==> config.mk <==
export PLATFORM = sky130hd
export DESIGN_NAME = mux4_rr_arbiter
export DESIGN_NICKNAME = d
export VERILOG_FILES = /design/src/rtl/mux4_arb_pkg.sv /design/src/rtl/rr_pick_4.sv /design/src/rtl/mux4_rr_arbiter.sv
export SDC_FILE = /design/constraint.sdc
export NUM_CORES = 1
export LEC_CHECK = 0
export CORE_MARGIN = 4
export CORE_UTILIZATION = 50
export DETAILED_ROUTE_END_ITERATION = 10
export PLACE_DENSITY = 0.85
export SETUP_SLACK_MARGIN = 0.2
export SLEW_MARGIN = 20
export SYNTH_ARGS = -nofsm -noshare
export SYNTH_HDL_FRONTEND = slang
export SYNTH_SLANG_ARGS = --single-unit
==> constraint.sdc <==
create_clock -name clk -period 2.14 [get_ports clk]
set_clock_uncertainty 0.2 [all_clocks]
set_input_delay 0.642 -clock clk [delete_from_list [all_inputs] [get_ports clk]]
set_output_delay 0.642 -clock clk [all_outputs]
set_load 0.02 [all_outputs]
==> src/rtl/mux4_arb_pkg.sv <==
// Shared types and helpers for the 4-way round-robin mux arbiter.
package mux4_arb_pkg;

  localparam int unsigned N_REQ = 4;

  typedef enum logic {
    IDLE  = 1'b0,
    GRANT = 1'b1
  } state_e;

  function automatic logic [1:0] onehot_to_idx(input logic [N_REQ-1:0] oh);
    logic [1:0] idx;
    idx = '0;
    for (int i = 0; i < N_REQ; i++) begin
      if (oh[i]) idx = 2'(i);
    end
    return idx;
  endfunction

endpackage

==> src/rtl/rr_pick_4.sv <==
// Combinational round-robin picker: first set bit of mask scanning upward from ptr, modulo 4.
module rr_pick_4
  import mux4_arb_pkg::*;
(
  input  logic [N_REQ-1:0] mask,
  input  logic [1:0]       ptr,
  output logic [1:0]       idx,
  output logic             found
);

  // Scan from the farthest offset down so the nearest set bit overwrites earlier hits.
  always_comb begin
    idx   = '0;
    found = 1'b0;
    for (int i = N_REQ - 1; i >= 0; i--) begin
      if (mask[ptr + 2'(i)]) begin
        idx   = ptr + 2'(i);
        found = 1'b1;
      end
    end
  end

endmodule

==> src/rtl/mux4_rr_arbiter.sv <==
// Round-robin arbiter for the shared 4:1 mux; one-hot grant plus registered select, with
// bounded hold time when other sources are waiting.
module mux4_rr_arbiter
  import mux4_arb_pkg::*;
#(
  parameter int unsigned MAX_HOLD = 8
) (
  input  logic             clk,
  input  logic             rst,
  input  logic [N_REQ-1:0] req,
  output logic [N_REQ-1:0] gnt,
  output logic [1:0]       sel,
  output logic             busy
);

  localparam int unsigned HW = $clog2(MAX_HOLD + 1);
  localparam logic [HW-1:0] HOLD_LAST = HW'(MAX_HOLD - 1);
  localparam logic [HW-1:0] HOLD_SAT  = HW'(MAX_HOLD);

  state_e           state_q;
  logic [N_REQ-1:0] gnt_q;
  logic [1:0]       sel_q;
  logic             busy_q;
  logic [1:0]       ptr_q;
  logic [HW-1:0]    hold_q;

  logic [1:0]       holder;
  logic [N_REQ-1:0] cand;
  logic             keep;
  logic [1:0]       pick_idx;
  logic             pick_found;

  // gnt_q is zero in IDLE, so req & ~gnt_q covers the idle pick, forced rotation and handoff.
  always_comb begin
    holder = onehot_to_idx(gnt_q);
    cand   = req & ~gnt_q;
    keep   = (state_q == GRANT) && req[holder] &&
             ((cand == '0) || (hold_q < HOLD_LAST));
  end

  rr_pick_4 u_pick (
    .mask  (cand),
    .ptr   (ptr_q),
    .idx   (pick_idx),
    .found (pick_found)
  );

  always_ff @(posedge clk or posedge rst) begin
    if (rst) begin
      state_q <= IDLE;
      gnt_q   <= '0;
      sel_q   <= '0;
      busy_q  <= 1'b0;
      ptr_q   <= '0;
      hold_q  <= '0;
    end else if (keep) begin
      if (hold_q != HOLD_SAT) hold_q <= hold_q + 1'b1;
    end else if (pick_found) begin
      state_q <= GRANT;
      gnt_q   <= 4'b0001 << pick_idx;
      sel_q   <= pick_idx;
      busy_q  <= 1'b1;
      ptr_q   <= pick_idx + 2'd1;
      hold_q  <= '0;
    end else begin
      // Nobody requesting: drop to idle, sel keeps the last grant index.
      state_q <= IDLE;
      gnt_q   <= '0;
      busy_q  <= 1'b0;
    end
  end

  assign gnt  = gnt_q;
  assign sel  = sel_q;
  assign busy = busy_q;

endmodule

==> impl_metrics.json <==
{
  "status": "finished clean",
  "gp_congestion": 0.8014,
  "ys_seq_area_share_pct": 37.52,
  "grt_antenna_before_repair": 0,
  "synth_compound_area_share_pct": 27.99,
  "clock_latency_ns": 0.27,
  "fin_nets": 129,
  "synth.top_cell.area_share_pct": 37.52,
  "p_leak_nw": 0.5550,
  "clock_sinks": 13,
  "ir_drop_mv": 0.9080,
  "crit_slowest_cell": "or2b_4",
  "ys_types": 37,
  "worstMarginPinSlew_ns": 0.5148,
  "grt_usage_pct": 18.81,
  "grt_max_degree": 14,
  "drtIter0Drc": 11,
  "synthFlopType": "dfrtp_1",
  "yosysWarnings": 0,
  "die_w_um": 49.65,
  "synth_edf_count": 0,
  "hpwl_um": 1570,
  "clockBufferDepth": 2,
  "critPathMaxFanout": 4,
  "hold_path_depth": 2,
  "root_buffer": "clkbuf_4",
  "fin_crit_ns": 1.906,
  "yosysTopAreaCell": "dfrtp_1",
  "path_clk_slew_ns": 0.09,
  "final.period_utilization_pct": 89.07,
  "rsz0062_at_grt": "false",
  "routedWlPerCell_um": 15.92,
  "cts-buffers-inserted": 3,
  "slew_headroom_pct": 65.65,
  "grt_pass1_wl_um": 3650,
  "synthToLayoutAreaGrowth_pct": 39.11,
  "tritoncts": "done",
  "finalHoldViolations": 0,
  "maxCapViolations": 0,
  "synth_nets": 94,
  "reg2reg_slack_ns": 0.29,
  "synthMuxAreaShare_pct": 2.309,
  "num_rows": 14,
  "gr-total-overflow": 0,
  "cp_cell_sequence": "clkdlybuf4s15_1, nor2b_4, nor4_4, buf_4, a21o_4, or2b_4, a21boi_2",
  "slowest_delay_ns": 0.27,
  "synth_top_family_by_area": "compound AO/OA/AOI/OAI gates",
  "seqCellArea_um2": 326.6,
  "hold_class": "flop to flop",
  "core_area_um2": 1577,
  "critPathKind": "primary input to flop",
  "critPathArrivalTime_ns": 1.88,
  "dr.pass1.iters": 4,
  "required_ns": 2.11,
  "die_h_um": 49.65,
  "nFillCells": 103,
  "ant_nets": 0,
  "start_kind": "primary input",
  "rr_endpoint": "ptr_q[0]",
  "crit_family": "simple AND/OR/NAND/NOR gates",
  "placed_cells": 127,
  "drive_above_1_share_pct": 40.83,
  "synth_area_um2": 867.1,
  "syn_inst": 86,
  "num_antenna_cells": 0,
  "finalWirelength_um": 2165,
  "worst_r2r_path_depth": 6,
  "endpoint_kind": "flop",
  "io_buffers": 12,
  "initial_core_util_pct": 55.00,
  "htree_num_levels": 1,
  "async_reset_ff_share_pct": 100.0,
  "max_freq_ghz": 0.5246,
  "finalMaxSlewViolations": 0,
  "grt_pass1_vias": 811,
  "synth_seq_cells": 13,
  "drc_errors": 0,
  "avgSynthCellArea_um2": 10.08,
  "holdPathEnd": "sel[0]",
  "critical_path_buf_inv_count": 2,
  "vias_per_cell": 5.750,
  "r2r_start": "gnt[1]",
  "finalSetupViolCount": 0,
  "io_pins": 13,
  "synth_simple_gate_area_share_pct": 23.38,
  "p_per_area_nw_per_um2": 1492,
  "design.die.area_um2": 2465,
  "final_cells": 136,
  "synthAdderAreaFrac_pct": 2.886,
  "multi_input_area_um2": 543.0,
  "vias": 782,
  "worstHoldStart": "sel[0]",
  "finalSetupTns_ns": 0,
  "yosys-top-cells-area": "dfrtp_1 (38%), nand2b_1 (4.3%), a21oi_1 (3.5%)",
  "synth_xor_area_share_pct": 0
}
## stage by stage
step / total power [W] / util, % / hold WS, ns / setup WS [ns] / instance area [um^2]
6_report: 0.001800 / 76.51 / 0.3080 / 0.2338 / 1206
5_1_grt: 0.001931 / 76.51 / 0.3322 / 0.1916 / 1206
4_1_cts: 0.001667 / 71.90 / 0.3084 / 0.2028 / 1134
3_5_place_dp: 0.001515 / 69.52 / 0.2851 / -0.3999 / 1096
3_3_place_gp: 0.001460 / 69.52 / 0.2606 / -0.3781 / 1096
2_1_floorplan: 0.001172 / - / 0.2939 / 0.1661 / 870.8
## cell usage in the layout, fill, tap and decap left out, types with 2 or more instances in the layout
| cell | count |
|---|---|
| buf_4 | 18 |
| dfrtp_1 | 12 |
| nand2_1 | 8 |
| nand2b_1 | 6 |
| inv_1 | 6 |
| dlygate4sd2_1 | 5 |
| a21oi_1 | 4 |
| nor2_1 | 3 |
| o21ai_1 | 3 |
| clkbuf_4 | 3 |
| buf_6 | 3 |
| clkdlybuf4s15_1 | 3 |
| a21oi_4 | 2 |
| nor2b_1 | 2 |
| o22ai_1 | 2 |
| a22o_1 | 2 |
| o21ai_2 | 2 |
| nand3_1 | 2 |
| a31o_1 | 2 |
| ha_1 | 2 |
| buf_2 | 2 |
## worst register-to-register path, delay by kind of cell (launching register included)
family                 cells  cell delay, ns
AO/OA/AOI/OAI              2            0.34
buffers and inverters      1            0.13
AND/OR/NAND/NOR            3            0.63
flip-flops                 1            0.44
## worst max-delay path by stage
stage | from | to | slack [ns] | cells after the start
after floorplan | req[2] | ptr_q[0] | 0.17 | 6
final | req[3] | ptr_q[0] | 0.23 | 7
after global placement | req[0] | gnt[2] | -0.38 | 6
after detailed placement | req[0] | gnt[0] | -0.40 | 6
after CTS | gnt[3] | gnt[3] | 0.20 | 1
after global routing | gnt[2] | hold_q[3] | 0.19 | 6
## flip-flops by register name, summed over array words and instances (netlist names)
| register | cells |
|---|---|
| ptr_q | 2 |
| gnt | 4 |
| hold_q | 4 |
| sel | 2 |
| busy | 1 |
## cell usage after synthesis (2+ instances only)
| cell | instances |
|---|---|
| a21oi_1 | 6 |
| a22o_1 | 2 |
| a31o_1 | 2 |
| dfrtp_1 | 13 |
| ha_1 | 2 |
| inv_1 | 6 |
| mux2i_1 | 2 |
| nand2_1 | 8 |
| nand2b_1 | 6 |
| nand3_1 | 3 |
| nor2_1 | 3 |
| nor2b_1 | 3 |
| o21ai_1 | 5 |
| o22ai_1 | 2 |
## final cells by class
| type | instances | share of cell area [%] |
|---|---|---|
| sequential | 13 | 27.07 |
| clock buffer | 3 | 1.867 |
| multi-input combinational | 64 | 45.02 |
| timing repair buffer | 32 | 21.78 |
| inverter | 7 | 2.178 |
| clock inverter | 1 | 0.4149 |
| tap | 16 | 1.660 |
## kinds of logic after synthesis
family          Yosys count
fa+ha+maj                 2
mux                       2
simple gates             32
flops                    13
buf+inv                   9
compound gates           28
## layer usage
layer | share of wire (%) | vias to the layer above | GRT usage [%]
li1 | - | 373 | -
met1 | 45 | 390 | 25.52
met2 | 51 | 15 | 31.28
met3 | 2.8 | 4 | 2.711
met4 | 0.74 | 0 | 4.608
met5 | 0 | - | 0
## timing repair
action                                 in CTS  in global routing
setup endpoints to repair                  20                 12
endpoints found under the hold margin       0                  0
hold buffers                                0                  0
cloned                                      0                  0
resized for setup                          25                 13
pin swaps                                   5                  4
buffers inserted                            1                  4
## report_power, final
part | internal [W] | switching [W] | total (W) | leakage (nW)
clock | 0.0000692 | 0.0000900 | 0.000159 | 0.0177
sequential | 0.000348 | 0.000121 | 0.000470 | 0.160
combinational | 0.000594 | 0.000577 | 0.00117 | 0.377
total | 0.00101 | 0.000788 | 0.00180 | 0.555
No activity file was read; power rests on OpenSTA's default activity.
